## src/rtl/clk_gate_sched_if.sv

```systemverilog
// Key/mode inputs and clock-enable/status outputs of clk_gate_sched.
// CLK_GATE_SCHED_STATUS_EN adds the sw_cnt_o switch counter.
interface clk_gate_sched_if;
    logic [1:0]  key_i;
    logic        mode_i;
    logic [1:0]  ce_o;
    logic        busy_o;
`ifdef CLK_GATE_SCHED_STATUS_EN
    logic [15:0] sw_cnt_o;

    modport master (output key_i, mode_i, input ce_o, busy_o, sw_cnt_o);
    modport slave  (input key_i, mode_i, output ce_o, busy_o, sw_cnt_o);
`else
    modport master (output key_i, mode_i, input ce_o, busy_o);
    modport slave  (input key_i, mode_i, output ce_o, busy_o);
`endif
endinterface

```

## src/rtl/clk_gate_sched.sv

```systemverilog
// Two-domain DQCE clock-enable scheduler: debounced manual toggles or auto alternation with gaps.
// Optional macro CLK_GATE_SCHED_STATUS_EN adds sw_cnt_o, a saturating count of ce_o changes.
//
// state  | meaning
// MANUAL | ce_o follows en_req, key presses toggle en_req
// RUN0   | channel 0 enabled for the dwell time
// GAP0   | both off, handing over to channel 1
// RUN1   | channel 1 enabled for the dwell time
// GAP1   | both off, handing over to channel 0
module clk_gate_sched #(
    parameter int unsigned DEBOUNCE_CYCLES = 270000,
    parameter int unsigned DWELL_CYCLES    = 13500000,
    parameter int unsigned GAP_CYCLES      = 4
) (
    input logic             clk,
    input logic             rst_i,
    clk_gate_sched_if.slave bus
);
    localparam int unsigned DB_W    = $clog2(DEBOUNCE_CYCLES + 1);
    localparam int unsigned CNT_MAX = (DWELL_CYCLES > GAP_CYCLES) ? DWELL_CYCLES : GAP_CYCLES;
    localparam int unsigned CNT_W   = $clog2(CNT_MAX + 1);
    localparam logic [DB_W-1:0]  DB_LAST    = DB_W'(DEBOUNCE_CYCLES - 1);
    localparam logic [CNT_W-1:0] DWELL_LAST = CNT_W'(DWELL_CYCLES - 1);
    localparam logic [CNT_W-1:0] GAP_LAST   = CNT_W'(GAP_CYCLES - 1);
    localparam logic [CNT_W-1:0] CNT_TOP    = CNT_W'(CNT_MAX);

    typedef enum logic [2:0] {MANUAL, RUN0, GAP0, RUN1, GAP1} state_t;

    logic [1:0]      key_s1, key_s2;
    logic            mode_s1, mode_s2;
    logic [1:0]      key_deb, press;
    logic [DB_W-1:0] db_cnt [2];
    state_t          state, state_nxt;
    logic [CNT_W-1:0] cnt;
    logic [1:0]      en_req, en_req_nxt;
    logic [1:0]      ce_q, ce_nxt;

    always_ff @(posedge clk) begin
        if (rst_i) begin
            key_s1  <= 2'b00;
            key_s2  <= 2'b00;
            mode_s1 <= 1'b0;
            mode_s2 <= 1'b0;
        end else begin
            key_s1  <= bus.key_i;
            key_s2  <= key_s1;
            mode_s1 <= bus.mode_i;
            mode_s2 <= mode_s1;
        end
    end

    // Press pulse is raised on the same edge the debounced level rises.
    always_ff @(posedge clk) begin
        if (rst_i) begin
            key_deb <= 2'b00;
            press   <= 2'b00;
            for (int n = 0; n < 2; n++) db_cnt[n] <= '0;
        end else begin
            press <= 2'b00;
            for (int n = 0; n < 2; n++) begin
                if (key_s2[n] == key_deb[n]) begin
                    db_cnt[n] <= '0;
                end else if (db_cnt[n] == DB_LAST) begin
                    db_cnt[n]  <= '0;
                    key_deb[n] <= key_s2[n];
                    press[n]   <= key_s2[n];
                end else begin
                    db_cnt[n] <= db_cnt[n] + DB_W'(1);
                end
            end
        end
    end

    always_comb begin
        state_nxt  = state;
        en_req_nxt = en_req;
        ce_nxt     = 2'b00;
        case (state)
            MANUAL: begin
                en_req_nxt = en_req ^ press;
                if (mode_s2) state_nxt = GAP1;
            end
            RUN0: begin
                if (!mode_s2)                           state_nxt = MANUAL;
                else if (press[0] || cnt == DWELL_LAST) state_nxt = GAP0;
            end
            GAP0: begin
                if (!mode_s2)             state_nxt = MANUAL;
                else if (cnt == GAP_LAST) state_nxt = RUN1;
            end
            RUN1: begin
                if (!mode_s2)                           state_nxt = MANUAL;
                else if (press[0] || cnt == DWELL_LAST) state_nxt = GAP1;
            end
            GAP1: begin
                if (!mode_s2)             state_nxt = MANUAL;
                else if (cnt == GAP_LAST) state_nxt = RUN0;
            end
            default: state_nxt = MANUAL;
        endcase
        // ce_o is registered from the next state so it lines up with the state register.
        case (state_nxt)
            MANUAL:  ce_nxt = en_req;
            RUN0:    ce_nxt = 2'b01;
            RUN1:    ce_nxt = 2'b10;
            default: ce_nxt = 2'b00;
        endcase
    end

    always_ff @(posedge clk) begin
        if (rst_i) begin
            state  <= MANUAL;
            cnt    <= '0;
            en_req <= 2'b11;
            ce_q   <= 2'b00;
        end else begin
            state  <= state_nxt;
            en_req <= en_req_nxt;
            ce_q   <= ce_nxt;
            if (state_nxt != state)
                cnt <= '0;
            else if (cnt != CNT_TOP)
                cnt <= cnt + CNT_W'(1);
        end
    end

    assign bus.ce_o   = ce_q;
    assign bus.busy_o = (state == GAP0) || (state == GAP1);

`ifdef CLK_GATE_SCHED_STATUS_EN
    logic [15:0] sw_cnt;

    always_ff @(posedge clk) begin
        if (rst_i)
            sw_cnt <= 16'h0000;
        else if (ce_nxt != ce_q && sw_cnt != 16'hFFFF)
            sw_cnt <= sw_cnt + 16'h0001;
    end

    assign bus.sw_cnt_o = sw_cnt;
`endif
endmodule

```

## src/flat_wrapper.sv

```systemverilog
// flat-port wrapper written by rule: the top's interface ports become plain ports
module clk_gate_sched_flat 
#(
    parameter int unsigned DEBOUNCE_CYCLES = 270000,
    parameter int unsigned DWELL_CYCLES    = 13500000,
    parameter int unsigned GAP_CYCLES      = 4
)
  (clk, rst_i, bus_key_i, bus_mode_i, bus_ce_o, bus_busy_o);
  clk_gate_sched_if bus_i ();
  input logic clk;
  input logic rst_i;
  input wire logic [$bits(bus_i.key_i)-1:0] bus_key_i;
  input wire logic [$bits(bus_i.mode_i)-1:0] bus_mode_i;
  output wire logic [$bits(bus_i.ce_o)-1:0] bus_ce_o;
  output wire logic [$bits(bus_i.busy_o)-1:0] bus_busy_o;
  assign bus_i.key_i = bus_key_i;
  assign bus_i.mode_i = bus_mode_i;
  assign bus_ce_o = bus_i.ce_o;
  assign bus_busy_o = bus_i.busy_o;
  clk_gate_sched #(.DEBOUNCE_CYCLES(DEBOUNCE_CYCLES), .DWELL_CYCLES(DWELL_CYCLES), .GAP_CYCLES(GAP_CYCLES)) u_core (.clk(clk), .rst_i(rst_i), .bus(bus_i));
endmodule
```

## config.mk

```make
export PLATFORM = sky130hd
export DESIGN_NAME = clk_gate_sched_flat
export DESIGN_NICKNAME = d
export VERILOG_FILES = /design/src/rtl/clk_gate_sched_if.sv /design/src/rtl/clk_gate_sched.sv /design/src/flat_wrapper.sv
export SDC_FILE = /design/constraint.sdc
export NUM_CORES = 1
export LEC_CHECK = 0
export CAP_MARGIN = 20
export CORE_MARGIN = 10
export CORE_UTILIZATION = 32
export DETAILED_ROUTE_END_ITERATION = 8
export PLACE_DENSITY = 0.43
export SETUP_SLACK_MARGIN = 0.02
export SLEW_MARGIN = 20
export SYNTH_ARGS = -nofsm -noshare
export SYNTH_HDL_FRONTEND = slang
export SYNTH_SLANG_ARGS = --single-unit
export TNS_END_PERCENT = 1
```

## constraint.sdc

```tcl
create_clock -name clk -period 2.7 [get_ports clk]
set_input_delay 0.54 -clock clk [delete_from_list [all_inputs] [get_ports clk]]
set_output_delay 0.54 -clock clk [all_outputs]
set_load 0.03 [all_outputs]
```

==> flow_metrics.tcl <==
set metrics [dict create \
    synth_area_um2 3940 \
    routed_wl_um 7560 \
    ir_drop_mv 0.238 \
    postRouteAntennaNets 0 \
    yosysUniqueCellTypes 46 \
    endpoint_kind "output port" \
    die_h_um 131 \
    fin_hold_ws_ps 434 \
    hold_class "flop to flop" \
    slew_headroom 0.527 \
    clk_latency_ps 340 \
    grt_max_degree 25 \
    port_buffers 7 \
    layout_commonest_cell "nor2_1" \
    p_int_uw 2040 \
    p_sw_uw 567 \
    grtUsageTotal 0.0965 \
    die_area_um2 17200 \
    post_cts_buffers 0 \
    required_ps 2160 \
    cts_buffers 9 \
    slew_viol_final 0 \
    syn_to_final_growth_pct 15.1 \
    root_buffer "clkbuf_16" \
    comb_power_share 0.041 \
    post-dp-hpwl_um 5330 \
    startpoint_type "flop" \
    grt_pass1_vias 2775 \
    finalClockSkew_ps 7.92 \
    final_cell_mix "nor2_1, dfxtp_1, edfxtp_1, conb_1, xor2_1" \
    seqPwrFrac 0.508 \
    start_util 0.328 \
    num_vias 2867 \
    ys_async_sr_fraction 0 \
    overflow 0 \
    cts_max_level 3 \
    cp_data_arrival_time_ps 1840 \
    cp-startpoint "u_core.state[2]" \
    cts_hold_buf 0 \
    maxCapViolations 0 \
    worstHoldStart "u_core.key_s1[1]" \
    hold_viol 0 \
    wl_per_cell_um 12.6 \
    setup_violations 0 \
    clkTransAtPathRegs_ps 60 \
    drc_errors 0 \
    period_minus_slack_ps 2380 \
    drive_gt1_frac 0.0593 \
    layout.nets 460 \
    p_leak_uw 0.00165 \
    critPathMaxFanout 9 \
    synthCells 405 \
    antenna_found_initial 0 \
    cts_buffer_depth 2 \
    drt_first_pass_iters 4 \
    clkPwrFrac 0.451 \
    outcome "completed" \
    synth-edff-count 38 \
    fin_crit_sh 0.883 \
    n_antenna_cell 0 \
    power_density_nw_per_um2 575 \
    finalSetupTns_ps 0 \
    syn_avg_cell_area_um2 9.73 \
    die_x_um 131 \
    ys.flop_type "dfxtp_1" \
    seq_area_frac_synth 0.498 \
    worstSetupPathType "flop to output port" \
    tightest_slew_ps 703 \
    via_per_inst 4.76 \
    io_pins 8 \
    coreArea_um2 12000 \
    ys.warnings.count 0 \
    rsz0062_at_grt "false" \
    fmax_mhz 420 \
    cts_tree "yes" \
    r2r_start "u_core.db_cnt[0][13]" \
    cts.sinks 79 \
    gp_congestion 0.766 \
    rows 40 \
    ys_ff_latch 79 \
    switching_share 0.218 \
    grt_pass1_wl_um 13100 \
    dr.first_iter.drc_count 141 \
    ctsResizeCount 0 \
]
## power groups by stage
stage | clock network, uW | logic, uW | registers [uW]
2_1_floorplan | 0 | 79.8 | 1340
3_5_place_dp | 0 | 107 | 1350
3_3_place_gp | 0 | 107 | 1350
6_report | 1170 | 107 | 1330
5_1_grt | 1270 | 122 | 1330
4_1_cts | 1220 | 108 | 1330
## cells in the mapped netlist (2+ instances only)
master     n  area share
nand4_1   11       0.017
mux2i_1    3      0.0076
dfxtp_1   41        0.21
buf_2      2      0.0025
edfxtp_1  38        0.29
or3_1      2      0.0032
inv_1      7      0.0067
nor3_1    16       0.020
nor4b_1    3      0.0067
nor2b_1    6      0.0095
o31ai_1    2      0.0038
or4_1      2      0.0038
clkbuf_1   3      0.0029
o21bai_1   2      0.0038
nand3_1   35       0.044
nor4_1     9       0.014
xnor2_1   24       0.053
xor2_1    36       0.080
buf_6      7       0.020
nor2_1    84       0.080
ha_1       5       0.016
a21oi_1    4      0.0051
and3_1    15       0.024
nand2_1   24       0.023
and3_2     3      0.0057
## kinds of logic (layout without fill, tap and decap cells)
group / Yosys count / in the layout / synth area share
AND/OR/NAND/NOR: 221 / 221 / 0.280
multiplexers: 3 / 3 / 0.00762
buffers and inverters: 20 / 33 / 0.0340
flip-flops: 79 / 79 / 0.498
other: 1 / 38 / 0.000952
XOR/XNOR: 60 / 60 / 0.133
adder cells (fa/ha/maj): 5 / 5 / 0.0159
AO/OA/AOI/OAI: 16 / 16 / 0.0305
## flip-flops by register name, summed over array words and instances (netlist names)
name	cells
u_core.press	2
u_core.key_s1	2
u_core.key_s2	2
u_core.en_req	2
u_core.mode_s2	1
u_core.cnt	24
u_core.key_deb	2
u_core.bus.ce_o	2
u_core.state	3
u_core.mode_s1	1
u_core.db_cnt	38
## through the flow
step	util	total power (uW)	cells	area [um2]	worst slack (ps)
2_1_floorplan	-	1420	442	4080	641
3_3_place_gp	0.354	1460	586	4250	500
3_5_place_dp	0.354	1460	586	4250	472
4_1_cts	0.378	2650	602	4540	272
5_1_grt	0.378	2720	602	4540	161
6_report	0.378	2610	602	4540	316
## cell type report
type / instances / area, um2
clock buffers: 14 / 275
clock inverters: 2 / 13.8
fillers: 1231 / 7470
inverters: 7 / 26.3
multi-input cells: 343 / 1980
flip-flops and latches: 79 / 1960
well taps: 147 / 184
repair buffers: 10 / 92.6
## critical path: stages, from the launching register on
cell             delay (ps)
dfxtp_1                 490
xnor2_1                 160
nor2_1                  160
clkdlybuf4s50_1         700
## per-layer routing
metal | part of all wire | vias to the layer above | GRT usage
met4 | 0.029 | 0 | 0.0595
met3 | 0.030 | 13 | 0.0258
met2 | 0.45 | 33 | 0.146
li1 | - | 1470 | -
met5 | 0 | - | 0
met1 | 0.49 | 1351 | 0.120
## path summary, 6_finish.rpt
kind	to	slack, ps	depth (start not counted)
setup / recovery	bus_busy_o	320	3
setup reg to reg	u_core.db_cnt[0][16]	500	4
hold / removal	u_core.key_s2[1]	430	1
hold reg to reg	u_core.key_s2[1]	430	1
No activity file was read; power rests on OpenSTA's default activity.
